$ cat config.mk
export PLATFORM = sky130hd
export DESIGN_NAME = lpm_counter_mod
export DESIGN_NICKNAME = d
export VERILOG_FILES = /design/src/rtl/lpm_cnt_pkg.sv /design/src/rtl/lpm_cnt_next.sv /design/src/rtl/lpm_counter_mod.sv
export SDC_FILE = /design/constraint.sdc
export NUM_CORES = 1
export LEC_CHECK = 0
export CAP_MARGIN = 40
export CELL_PAD_IN_SITES_DETAIL_PLACEMENT = 1
export CELL_PAD_IN_SITES_GLOBAL_PLACEMENT = 2
export CORE_ASPECT_RATIO = 1.25
export CORE_MARGIN = 4
export CORE_UTILIZATION = 26
export DETAILED_ROUTE_END_ITERATION = 8
export PLACE_DENSITY = 0.83
export SLEW_MARGIN = 20
export SYNTH_ARGS = -nofsm -noshare
export SYNTH_HDL_FRONTEND = slang
export SYNTH_SLANG_ARGS = --single-unit
$ cat constraint.sdc
create_clock -name clock -period 3.13 [get_ports clock]
set_input_delay 0.7825 -clock clock [delete_from_list [all_inputs] [get_ports clock]]
set_output_delay 0.7825 -clock clock [all_outputs]
set_load 0.05 [all_outputs]
$ cat src/rtl/lpm_cnt_pkg.sv
// Shared types and helpers for the modulus counter family.
// LPM widths are limited to CNT_MAX_W bits by the modulus helper.
package lpm_cnt_pkg;

  typedef enum logic [1:0] {
    ST_IDLE = 2'd0,
    ST_RUN  = 2'd1,
    ST_DONE = 2'd2
  } state_t;

  localparam logic DIR_UP   = 1'b1;
  localparam logic DIR_DOWN = 1'b0;

  localparam int CNT_MAX_W = 64;

  // A zero modulus selects the full 2^width range.
  function automatic logic [CNT_MAX_W:0] eff_modulus(input logic [CNT_MAX_W-1:0] mod_in,
                                                     input int width);
    if (mod_in == '0) begin
      eff_modulus = (CNT_MAX_W+1)'(1) << width;
    end else begin
      eff_modulus = {1'b0, mod_in};
    end
  endfunction

endpackage

$ cat src/rtl/lpm_cnt_next.sv
// Combinational next-count and terminal-count for a modulus-M counter.
// Out-of-range inputs map back into [0, M-1] on the next count.
module lpm_cnt_next #(
  parameter int W = 8
) (
  input  logic [W-1:0] i_q,
  input  logic [W:0]   i_mod,
  input  logic         i_dir,
  output logic [W-1:0] o_nxt,
  output logic         o_tc
);
  import lpm_cnt_pkg::*;

  logic [W:0] w_q_ext;
  logic [W:0] w_last;

  assign w_q_ext = {1'b0, i_q};
  assign w_last  = i_mod - (W+1)'(1);

  always_comb begin
    o_tc  = 1'b0;
    o_nxt = i_q;
    if (i_dir == DIR_UP) begin
      o_tc  = (w_q_ext == w_last);
      o_nxt = (w_q_ext >= w_last) ? '0 : i_q + W'(1);
    end else begin
      o_tc  = (i_q == '0);
      o_nxt = ((i_q == '0) || (w_q_ext >= i_mod)) ? w_last[W-1:0] : i_q - W'(1);
    end
  end

endmodule

$ cat src/rtl/lpm_counter_mod.sv
// Up/down modulus counter with cascade carry and one-shot run/done FSM; q updates one edge after inputs.
// Optional snapshot register (snap/q_snap) is built when LPM_CNT_SNAPSHOT_EN is defined.
module lpm_counter_mod #(
  parameter int    LPM_WIDTH     = 8,
  parameter string LPM_DIRECTION = "UNUSED",
  parameter int    LPM_SVALUE    = 0
) (
  input  logic                 clock,
  input  logic                 sclr,
  input  logic                 sset,
  input  logic                 sload,
  input  logic [LPM_WIDTH-1:0] data,
  input  logic                 cnt_en,
  input  logic                 cin,
  input  logic                 updown,
  input  logic [LPM_WIDTH-1:0] modulus,
  input  logic                 oneshot,
  input  logic                 start,
`ifdef LPM_CNT_SNAPSHOT_EN
  input  logic                 snap,
  output logic [LPM_WIDTH-1:0] q_snap,
`endif
  output logic [LPM_WIDTH-1:0] q,
  output logic                 tc,
  output logic                 cout,
  output logic                 done,
  output logic                 busy
);
  import lpm_cnt_pkg::*;

  localparam logic [1:0] DIR_MODE = (LPM_DIRECTION == "UP")   ? 2'd1 :
                                    (LPM_DIRECTION == "DOWN") ? 2'd2 : 2'd0;
  localparam logic [LPM_WIDTH-1:0] SVAL = LPM_WIDTH'(LPM_SVALUE);

  state_t               r_state;
  state_t               w_state_nxt;
  logic                 r_done;
  logic                 w_done_nxt;
  logic [LPM_WIDTH-1:0] r_q;
  logic [LPM_WIDTH-1:0] w_q_nxt;
  logic [LPM_WIDTH-1:0] w_cnt_q;
  logic [LPM_WIDTH:0]   w_mod;
  logic                 w_dir;
  logic                 w_tc;
  logic                 w_cnt_ok;
  logic                 w_count;

  assign w_mod = (LPM_WIDTH+1)'(eff_modulus(CNT_MAX_W'(modulus), LPM_WIDTH));
  assign w_dir = (DIR_MODE == 2'd1) ? DIR_UP :
                 (DIR_MODE == 2'd2) ? DIR_DOWN : updown;

  lpm_cnt_next #(.W(LPM_WIDTH)) u_next (
    .i_q   (r_q),
    .i_mod (w_mod),
    .i_dir (w_dir),
    .o_nxt (w_cnt_q),
    .o_tc  (w_tc)
  );

  // Loads win over counting, so a load edge is never a counting edge.
  assign w_cnt_ok = cnt_en & cin & (~oneshot | (r_state == ST_RUN));
  assign w_count  = w_cnt_ok & ~sset & ~sload;

  always_comb begin
    w_q_nxt = r_q;
    if (sset) begin
      w_q_nxt = SVAL;
    end else if (sload) begin
      w_q_nxt = data;
    end else if (w_cnt_ok) begin
      w_q_nxt = w_cnt_q;
    end
  end

  always_comb begin
    w_state_nxt = r_state;
    w_done_nxt  = 1'b0;
    if (!oneshot) begin
      w_state_nxt = ST_IDLE;
    end else begin
      case (r_state)
        ST_IDLE, ST_DONE: if (start) w_state_nxt = ST_RUN;
        ST_RUN: begin
          if (w_count && w_tc) begin
            w_state_nxt = ST_DONE;
            w_done_nxt  = 1'b1;
          end
        end
        default: w_state_nxt = ST_IDLE;
      endcase
    end
  end

  always_ff @(posedge clock or posedge sclr) begin
    if (sclr) begin
      r_q     <= '0;
      r_state <= ST_IDLE;
      r_done  <= 1'b0;
    end else begin
      r_q     <= w_q_nxt;
      r_state <= w_state_nxt;
      r_done  <= w_done_nxt;
    end
  end

`ifdef LPM_CNT_SNAPSHOT_EN
  logic [LPM_WIDTH-1:0] r_snap;

  always_ff @(posedge clock or posedge sclr) begin
    if (sclr) begin
      r_snap <= '0;
    end else if (snap) begin
      r_snap <= r_q;
    end
  end

  assign q_snap = r_snap;
`endif

  assign q    = r_q;
  assign tc   = w_tc;
  assign cout = w_tc & w_cnt_ok;
  assign done = r_done;
  assign busy = (r_state == ST_RUN);

endmodule
# Word level (Yosys, flattened, before mapping)
# Index checks and enable logic that the tools add are counted.
dict set report totals {
  ff_bits 11
  word_cells 45
  inputBits 25
  output_inout_bits 12
}
dict set report op_classes {
  n_reduce_logical 8
  bitwise_logic 9
  magnitude_cmp 2
  n_eq_ne 5
  addsub 3
  n_mux 15
}
# op n
set op_table {}
lappend op_table {{$mux W8} 6}
lappend op_table {{$ge A8 B9 Y1} 2}
lappend op_table {{$logic_not A8 Y1} 2}
lappend op_table {{$eq A8 B9 Y1} 1}
lappend op_table {{$mux W9} 1}
lappend op_table {{$sub A9 B1 Y9 const B} 1}
lappend op_table {{$add A8 B1 Y8 const B} 1}
lappend op_table {{$sub A8 B1 Y8 const B} 1}
lappend op_table {{$mux W2} 3}
lappend op_table {{$and A1 B1 Y1} 5}
lappend op_table {{$mux W1} 4}
lappend op_table {{$pmux W2 S2} 1}
lappend op_table {{$ne A3 B2 Y1 const B} 1}
lappend op_table {{$ne A3 B3 Y1 const B} 1}
lappend op_table {{$not A1 Y1} 3}
lappend op_table {{$reduce_bool A3 Y1} 1}
lappend op_table {{$eq A2 B1 Y1 const B} 1}
lappend op_table {{$eq A2 B2 Y1 const B} 1}
lappend op_table {{$logic_not A2 Y1} 1}
lappend op_table {{$reduce_and A2 Y1} 1}
lappend op_table {{$reduce_or A2 Y1} 1}
lappend op_table {{$logic_and A1 B1 Y1} 1}
lappend op_table {{$logic_or A1 B1 Y1} 1}
lappend op_table {{$or A1 B1 Y1} 1}

# Logic depth before layout (Yosys ltp)
# Gate-level depths: netlist of the first run.
dict set report logic_depth {
  ltp_word 9
  ltp_mapped 14
  mapped_depth_nobuf 13
}

# By module
# Synthesis of the first run repeated with hierarchy kept, for this count alone.
dict set report hier_totals {
  cells_unflattened 226
  area_unflattened_um2 1779.2
}
# mod cells_per_inst n_inst seq_area_each_um2 area_each_um2
set by_module_without_submodules {}
lappend by_module_without_submodules {lpm_cnt_next 140 1 0.0 1059.8}
lappend by_module_without_submodules {lpm_counter_mod 86 1 275.3 719.4}

# Worst setup path after synthesis of the first run
# Ideal clock, no wire load.
dict set report synth_path {
  kind {input-to-output}
  startpoint {input modulus[1]}
  endpoint {output cout}
  path_buffers 0
  slack_ns -0.710
  t_arrival_ns 3.057
  cell_stages 10
  path_cell_list {inv_1 ha_1 nor3b_1 o211ai_1 a21boi_0 ha_1 and3_1 nand3_1 o22ai_4 and2_1}
}
dict set report synth_via {
  elab_chain_cells 6
}
# item line
set synth_lines {}
lappend synth_lines {{start, declared} lpm_counter_mod.sv:16} ;# input logic [LPM_WIDTH-1:0] modulus,
lappend synth_lines {{$logic_not A8 Y1} lpm_cnt_pkg.sv:19} ;# if (mod_in == '0) begin
lappend synth_lines {{$mux W9 *} lpm_cnt_pkg.sv:19}
lappend synth_lines {{$sub A9 B1 Y9 *} lpm_cnt_next.sv:18} ;# assign w_last = i_mod - (W+1)'(1);
lappend synth_lines {{$eq A8 B9 Y1 *} lpm_cnt_next.sv:24} ;# o_tc = (w_q_ext == w_last);
lappend synth_lines {{$mux W1 *} lpm_cnt_next.sv:23} ;# if (i_dir == DIR_UP) begin
lappend synth_lines {{named net tc} lpm_counter_mod.sv:24} ;# output logic tc,
lappend synth_lines {{$and A1 B1 Y1 *} lpm_counter_mod.sv:122} ;# assign cout = w_tc & w_cnt_ok;
lappend synth_lines {{end, declared} lpm_counter_mod.sv:25} ;# output logic cout,
# The timed path passes the listed nets; every way through them passes the cells marked *.

# Final worst setup path of the first run
dict set report layout_path {
  startpoint {input modulus[3]}
  endpoint {output cout}
}
dict set report layout_via {
  elab_chain_cells 6
}
# item line
set layout_lines {}
lappend layout_lines {{$logic_not A8 Y1} lpm_cnt_pkg.sv:19}
lappend layout_lines {{$mux W9 *} lpm_cnt_pkg.sv:19}
lappend layout_lines {{$sub A9 B1 Y9 *} lpm_cnt_next.sv:18}
lappend layout_lines {{$eq A8 B9 Y1 *} lpm_cnt_next.sv:24}
lappend layout_lines {{$mux W1 *} lpm_cnt_next.sv:23}
lappend layout_lines {{$and A1 B1 Y1 *} lpm_counter_mod.sv:122}
# Every way passes the cells marked *; elsewhere a longest branch is shown, timed or not.

==> summary.txt, run 1 <==
Layout
  • Area Overhead vs Synth: 66.8%
  • Share of layout cells above drive strength 1: 0.340
  • # diodes: 0
  • Fin nets: 358
  • Layout Cells excl Fill: just under 400
  • Post-route cell area: roughly 2800 sq um

Hold path
  • Worst Hold Class: reg -> reg

Critical path
  • Worst path cell trace: buf_8 > nor4_4 > a31oi_1 > a41o_1 > ha_4 > and3_4 > nand3_4 > o22ai_4 > and2_4 > buf_12
  • Crit path max fanout: 4
  • CP Class: in -> out
  • Crit path required time: 2350 ps
  • CP peak stage delay: 370 ps
  • WP data arrival: 2600 ps
  • CP Capture Type: output pin
  • CP startpoint kind: primary input
  • Crit path max-delay cell type: nor4_4

Timing
  • Max_slew headroom: 0.664
  • Final WS setup: -255 ps
  • Final Hold Vio Count: 0
  • Hold Slack: 584 ps
  • Setup violations, final: 9
  • FMAX: 295 MHz
  • RSZ-0062 raised after global routing: true
  • Max-slew violations: 0
  • Part of the cycle the worst path needs: 1.08
  • Crit path time final: 3380 ps
  • Post-route clock skew: approximately 2.5 ps
  • Worst-Margin Slew: 491 ps

Logic synthesis
  • Syn_nets: around 270
  • Register area share after synthesis: 0.162
  • Post-synth EDFFs: 0
  • Post-synth cell types: a little over 50
  • Seq cells post-synth: 11
  • Dominant synthesized flop cell: dfrtp_1
  • Ys async rst share: 1.00
  • Post-Syn Area: 1700 sq um
  • Synth warn: 0
  • Synthesized area per cell: around 7.7 sq um
  • Synth Instances: 222

Floorplan
  • Die ar.: 7910 sq um
  • Core Region: between 6000 and 7000 sq um
  • Die Ht: between 90 and 100 um
  • Io pins: 37
  • Die W: approximately 80 um
  • Initial core utilization: 0.272
  • Rows: 32

Global route
  • Initial antenna violation count: 0
  • First-pass GRT wire length: approximately 11000 um
  • All-layer global routing usage: 0.175
  • GRT Residual Overflow: 0
  • Largest net degree at the start of global routing: 13
  • Number of global-route vias before repair: 2176

Routing
  • # DRC: 0
  • DRT Wirelength: 6990 um
  • WL/cell: roughly 18 um
  • DR vias: 2111
  • DRT Pass-1 Iters: 4
  • Initial DRC count: just under 50
  • Routed vias/inst: around 5.3
  • Post-route ant nets: 0

Clock network
  • CTS clock-pin slew for the worst setup and hold paths: 50 ps
  • Clock buffer depth: 2
  • CTS tree: yes
  • H-tree depth: 1
  • Clock tree sinks: 11
  • Root Driver: clkbuf_8
  • Cts bufs inserted: 3
  • Clk_lat worst skew: between 200 and 250 ps

Pwr
  • Leakage power total: 1.31 nW
  • Power Density: 321 nW/um^2
  • Peak supply drop: roughly 0.17 mV
  • Total power: roughly 0.0009 W

Placed design
  • Pre-CTS WS: -714 ps
  • Placement Cell Area: 2490 sq um
  • DPL Wire Length: between 5000 and 6000 um
  • Placed cells: ~370
  • Final Wtd Congestion: 0.738
  • IO Port Bufs: 36

Outcome
  • Failing checks: negative setup slack
  • Outcome: finished with violations

Run
  • Max-cap violations: 0
-- synth_stat cells, drive strengths merged (6+ instances only) --
cell type	number	area share
inv	24	0.053
a21oi	20	0.061
ha	20	0.15
nand2	15	0.033
nor2	13	0.029
dfrtp	11	0.16
o21ai	11	0.032
nor3	9	0.026
o31ai	7	0.031
xnor2	7	0.036
a31oi	6	0.022
and3	6	0.022
-- cell type report --
class / instances / area [sq um]
fill: 774 / 3410
multi-input combinational: 179 / 1480
tap: 85 / 106
clock buffer: 4 / 45.0
inverter: 24 / 92.6
timing repair buffer: 94 / 833
sequential: 11 / 275
-- sequential cells by signal (all words and copies together) (netlist names) --
signal and flops:
done 1, r_state 2, q 8
-- routing by layer --
metal  wire (um)  track usage
met1        2790        0.211
met2        3880        0.327
met3         192       0.0101
met4         129       0.0494
met5           0            0
-- worst paths after layout --
check / slack [ps] / start / cells past startpoint / endpoint
min reg2reg: 580 / r_state[0] / 2 / r_state[0]
min: 580 / r_state[0] / 2 / r_state[0]
min in group asynchronous: 860 / sclr / 2 / q[1]
max in group asynchronous: 1950 / sclr / 2 / q[0]
max reg2reg: 470 / q[6] / 11 / q[2]
max: -250 / modulus[3] / 10 / cout
-- power breakdown --
| part | internal [W] | switching, W | leakage [nW] | total (W) |
|---|---|---|---|---|
| clock network | 0.0000898 | 0.0000583 | 0.0228 | 0.000148 |
| logic | 0.000272 | 0.000306 | 1.14 | 0.000578 |
| registers | 0.000153 | 0.0000331 | 0.147 | 0.000186 |
| total | 0.000514 | 0.000397 | 1.31 | 0.000912 |
-- critical path: cells and delay by family --
family / cells / cell delay [ps]
AOI/OAI and AO/OA: 3 / 500
buffers and inverters: 2 / 230
adders and majority gates: 1 / 280
and+or+nand+nor: 4 / 810
-- repair_timing --
item                       CTS  global route
cloned                       0             1
setup buffers                7            11
pin swaps                   11            14
hold buffers                 0             0
resized for setup           43            24
setup endpoints to repair   10            10
-- layout by cell type (no fill, tap or decap), drive strengths merged, types with 2 or more instances in the layout --
master / instances
a211oi: 4
a21boi: 3
a21o: 5
a21oi: 20
a31oi: 6
and2: 2
and3: 6
and4: 2
buf: 65
clkbuf: 4
clkdlybuf4s50: 26
dfrtp: 11
dlygate4sd2: 2
ha: 20
inv: 24
mux2i: 3
nand2: 15
nand2b: 4
nand3: 4
nand4: 3
nor2: 13
nor3: 9
nor3b: 5
nor4: 4
o211a: 2
o211ai: 2
o21ai: 11
o221ai: 5
o22ai: 2
o31ai: 7
or2: 2
or3: 2
xnor2: 7
-- stage by stage --
step | util | setup TNS, ps
4_1_cts | 0.424 | -716
3_5_place_dp | 0.399 | -6560
2_1_floorplan | - | -348
3_3_place_gp | 0.399 | -5810
5_1_grt | 0.454 | -2540
6_report | 0.454 | -1350
-- cells by family after synthesis --
logic type      synth area share
simple gates               0.250
fa+ha+maj                  0.147
xor+xnor                  0.0412
buf+inv                   0.0728
flops                      0.162
mux                       0.0177
compound gates             0.309
Power figures use the tool's default switching activity.
==> inputs of run 2 (changes only) <==
--- a/config.mk
+++ b/config.mk
@@ -10,10 +10,11 @@
 export CELL_PAD_IN_SITES_GLOBAL_PLACEMENT = 2
 export CORE_ASPECT_RATIO = 1.25
 export CORE_MARGIN = 4
-export CORE_UTILIZATION = 26
+export CORE_UTILIZATION = 27
 export DETAILED_ROUTE_END_ITERATION = 8
-export PLACE_DENSITY = 0.83
+export PLACE_DENSITY = 0.84
 export SLEW_MARGIN = 20
 export SYNTH_ARGS = -nofsm -noshare
 export SYNTH_HDL_FRONTEND = slang
+export SYNTH_HIERARCHICAL = 1
 export SYNTH_SLANG_ARGS = --single-unit
==> run 2 against run 1 <==
The flow still finishes with violations (negative setup slack). Largest power group unchanged. Wire length shrank 3.7%. Die area increased by 0.69%. Critical endpoint unchanged. Global-route usage shrank 0.86 points. Combinational power decreased by 12%. Worst setup slack got worse by 370 ps. Clock power decreased by 3%. Total power shrank 10%. Highest routed layer unchanged. Synthesized cell count increased by 1.8%. Register-to-register slack better by 110 ps. Utilization is 0.59 points higher. Via count fell by 4.1%. Sequential share of layout area down 0.18 points.
==> summary.txt, run 2 <==
Timing
  • FMAX: 267 MHz (was 295 MHz)
  • Setup violations, final: 10 (was 9)
  • Part of the cycle the worst path needs: 1.20 (was 1.08)
  • Final WS setup: -622 ps (was -255 ps)
  • Max_slew headroom: 0.645 (was 0.664)
  • Crit path time final: 3750 ps (was 3380 ps)
  • RSZ-0062 raised after global routing: true (unchanged)
  • Max-slew violations: 0 (unchanged)
  • Final Hold Vio Count: 0 (unchanged)
  • Worst-Margin Slew: 531 ps (was 491 ps)
  • Post-route clock skew: 1.50 ps (was 2.49 ps)

Logic synthesis
  • Yosys top cell area share: 0.155 (was 0.162)
  • Synthesized area per cell: 7.87 sq um (was 7.66 sq um)
  • Syn_nets: 271 (was 267)
  • Seq cells post-synth: 11 (unchanged)
  • Most common cell in the netlist: nor2_1 (was inv_1)
  • Synth warn: 6 (was 0)
  • Register area share after synthesis: 0.155 (was 0.162)
  • Post-synth EDFFs: 0 (unchanged)
  • Synth Instances: 226 (was 222)
  • Area leader, netlist: dfrtp_1 (unchanged)
  • Top cell types by occurrence after synthesis: nor2_1, inv_1, ha_1 (was inv_1, ha_1, a21oi_1)
  • Post-Syn Area: 1780 sq um (was 1700 sq um)
  • Dominant synthesized flop cell: dfrtp_1 (unchanged)
  • Top cells by area, synth: dfrtp_1, ha_1, xnor2_1 (was dfrtp_1, ha_1, a21oi_1)
  • Post-synth cell types: 52 (was 51)
  • Ys async rst share: 1.00 (unchanged)

Critical path
  • Worst path cell trace: buf_8 > buf_6 > inv_4 > ha_4 > or4b_4 > nor2_4 > xnor2_2 > ha_1 > nand4_1 > nor2_1 > nand4_1 > o21ai_4 > inv_2 > nor2_4 > buf_12 (was buf_8 > nor4_4 > a31oi_1 > a41o_1 > ha_4 > and3_4 > nand3_4 > o22ai_4 > and2_4 > buf_12)
  • R2R cell count: 9 (was 11)
  • Crit path max fanout: 2 (was 4)
  • R2R setup slack: 580 ps (was 470 ps)
  • Worst R2R Start: q[7] (was q[6])
  • CP Class: in -> out (unchanged)
  • WP buf/inv: 5 (was 2)
  • Crit path max-delay cell type: or4b_4 (was nor4_4)
  • Worst path depth: 15 (was 10)
  • CP delay by family, top: simple AND/OR/NAND/NOR gates (unchanged)
  • CP startpoint kind: primary input (unchanged)
  • CP Capture Type: output pin (unchanged)
  • CP peak stage delay: 480 ps (was 370 ps)
  • Crit path required time: 2350 ps (about the same)
  • WP data arrival: 2970 ps (was 2600 ps)
  • Reg2reg end: q[0] (was q[2])

Routing
  • DR vias: 2025 (was 2111)
  • # DRC: 0 (unchanged)
  • Post-route ant nets: 0 (unchanged)
  • DRT Pass-1 Iters: 4 (unchanged)
  • Routed vias/inst: 5.19 (was 5.32)
  • WL/cell: 17.3 um (was 17.6 um)
  • Initial DRC count: 54 (was 49)
  • DRT Wirelength: 6730 um (was 6990 um)

Hold path
  • Worst Hold Class: reg -> reg (unchanged)
  • Hold_sp: r_state[0] (unchanged)
  • Worst hold stages: 3 (was 2)
  • WHS Endpoint: r_state[1] (was r_state[0])

Layout
  • Layout Cells excl Fill: 390 (was 397)
  • Multi-input gate area: 1520 sq um (was 1480 sq um)
  • Register area: 275 sq um (unchanged)
  • Largest register FFs: 8 (unchanged)
  • Share of layout cells above drive strength 1: 0.334 (was 0.340)
  • Area Overhead vs Synth: 62.5% (was 66.8%)
  • Commonest non-fill, non-tap cell in the layout: buf_4 (unchanged)
  • # fillers: 756 (was 774)
  • Fin nets: 351 (was 358)
  • Most frequent cells in the layout: buf_4, clkdlybuf4s50_1, ha_1 (was buf_4, clkdlybuf4s50_1, inv_1)
  • # diodes: 0 (unchanged)

Global route
  • Largest net degree at the start of global routing: 12 (was 13)
  • First-pass GRT wire length: 10400 um (was 10900 um)
  • All-layer global routing usage: 0.166 (was 0.175)
  • Number of global-route vias before repair: 2121 (was 2176)
  • Initial antenna violation count: 0 (unchanged)
  • GRT Residual Overflow: 0 (unchanged)

Clock network
  • Clk_lat worst skew: 240 ps (about the same)
  • CTS tree: yes (unchanged)
  • Cts bufs inserted: 3 (unchanged)
  • Root Driver: clkbuf_8 (unchanged)
  • Hold-fix buffers, CTS: 0 (unchanged)
  • CTS clock-pin slew for the worst setup and hold paths: 50 ps (about the same)
  • Clock tree sinks: 11 (unchanged)
  • Clock buffer depth: 2 (unchanged)
  • H-tree depth: 1 (unchanged)

Floorplan
  • Io pins: 37 (unchanged)
  • Rows: 32 (unchanged)
  • Core Region: 6290 sq um (was 6250 sq um)
  • Die ar.: 7960 sq um (was 7910 sq um)
  • Initial core utilization: 0.283 (was 0.272)
  • Die Ht: 98.8 um (was 98.4 um)
  • Die W: 80.6 um (was 80.3 um)

Placed design
  • DPL Wire Length: 5230 um (was 5130 um)
  • Pre-CTS WS: -1050 ps (was -714 ps)
  • Final Wtd Congestion: 0.821 (was 0.738)
  • IO Port Bufs: 36 (unchanged)
  • Placed cells: 374 (unchanged)

Pwr
  • Leakage power total: 1.25 nW (was 1.31 nW)
  • Power Density: 284 nW/um^2 (was 321 nW/um^2)
  • Peak supply drop: 0.257 mV (was 0.168 mV)

Outcome
  • Failing checks: negative setup slack (unchanged)
  • Outcome: finished with violations (unchanged)

Run
  • Max-cap violations: 0 (unchanged)
-- run 2: where the power goes --
part           switching, W  leakage [nW]  internal [W]
sequential        0.0000134         0.144      0.000152
clock             0.0000545        0.0228     0.0000895
combinational      0.000271          1.08      0.000240
total              0.000339          1.25      0.000482
-- run 2: layer usage --
layer / global-route usage / share of wire / vias to the layer above
met2: 0.325 / 0.55 / 52
li1: - / - / 992
met4: 0.0377 / 0.013 / 0
met1: 0.191 / 0.41 / 972
met5: 0 / 0 / -
met3: 0.0101 / 0.032 / 9
-- run 2: layout make-up --
cell class              count  share of cell area
flip-flops and latches     11              0.0952
well taps                  85              0.0368
repair buffers             95               0.297
clock buffers               4              0.0156
multi-input cells         173               0.526
inverters                  22              0.0294
-- run 2: what timing repair did --
action / in CTS / in global routing
gates resized for setup: 38 / 17
setup buffers: 7 / 5
pin swaps: 19 / 17
setup endpoints to repair: 13 / 10
-- run 2: worst register-to-register path: stages (launching register included) --
cell       delay, ps
dfrtp_1          490
ha_1             360
and4b_1          200
a21oi_1          210
o21ai_0          180
buf_4            190
o211ai_1         260
o221ai_4         170
a2111oi_4        300
a211oi_2          80
-- run 2: per-stage QoR --
| stage | area (sq um) | utilization | setup TNS, ps | hold slack, ps | total power [W] |
|---|---|---|---|---|---|
| floorplan | 1840 | - | -1860 | 635 | 0.000422 |
| global placement | 2580 | 0.410 | -8870 | 717 | 0.000595 |
| detailed placement | 2580 | 0.410 | -9990 | 720 | 0.000603 |
| CTS | 2750 | 0.438 | -2790 | 725 | 0.000781 |
| global route | 2890 | 0.460 | -4490 | 782 | 0.000872 |
| finish | 2890 | 0.460 | -3450 | 759 | 0.000820 |
-- run 2: kinds of logic (layout without fill, tap and decap cells) --
group,Yosys count,count (layout),share of synthesized area
AO/OA/AOI/OAI,71,71,0.312
XOR/XNOR,17,17,0.0837
adder cells (fa/ha/maj),20,20,0.141
buffers and inverters,42,121,0.0970
flip-flops,11,11,0.155
AND/OR/NAND/NOR,65,65,0.212
-- run 2: worst max path at each step --
stage,end,from
3_5_place_dp,q[5],modulus[1]
3_3_place_gp,q[5],modulus[1]
2_1_floorplan,cout,modulus[1]
4_1_cts,cout,modulus[0]
5_1_grt,cout,modulus[0]
6_report,cout,modulus[0]
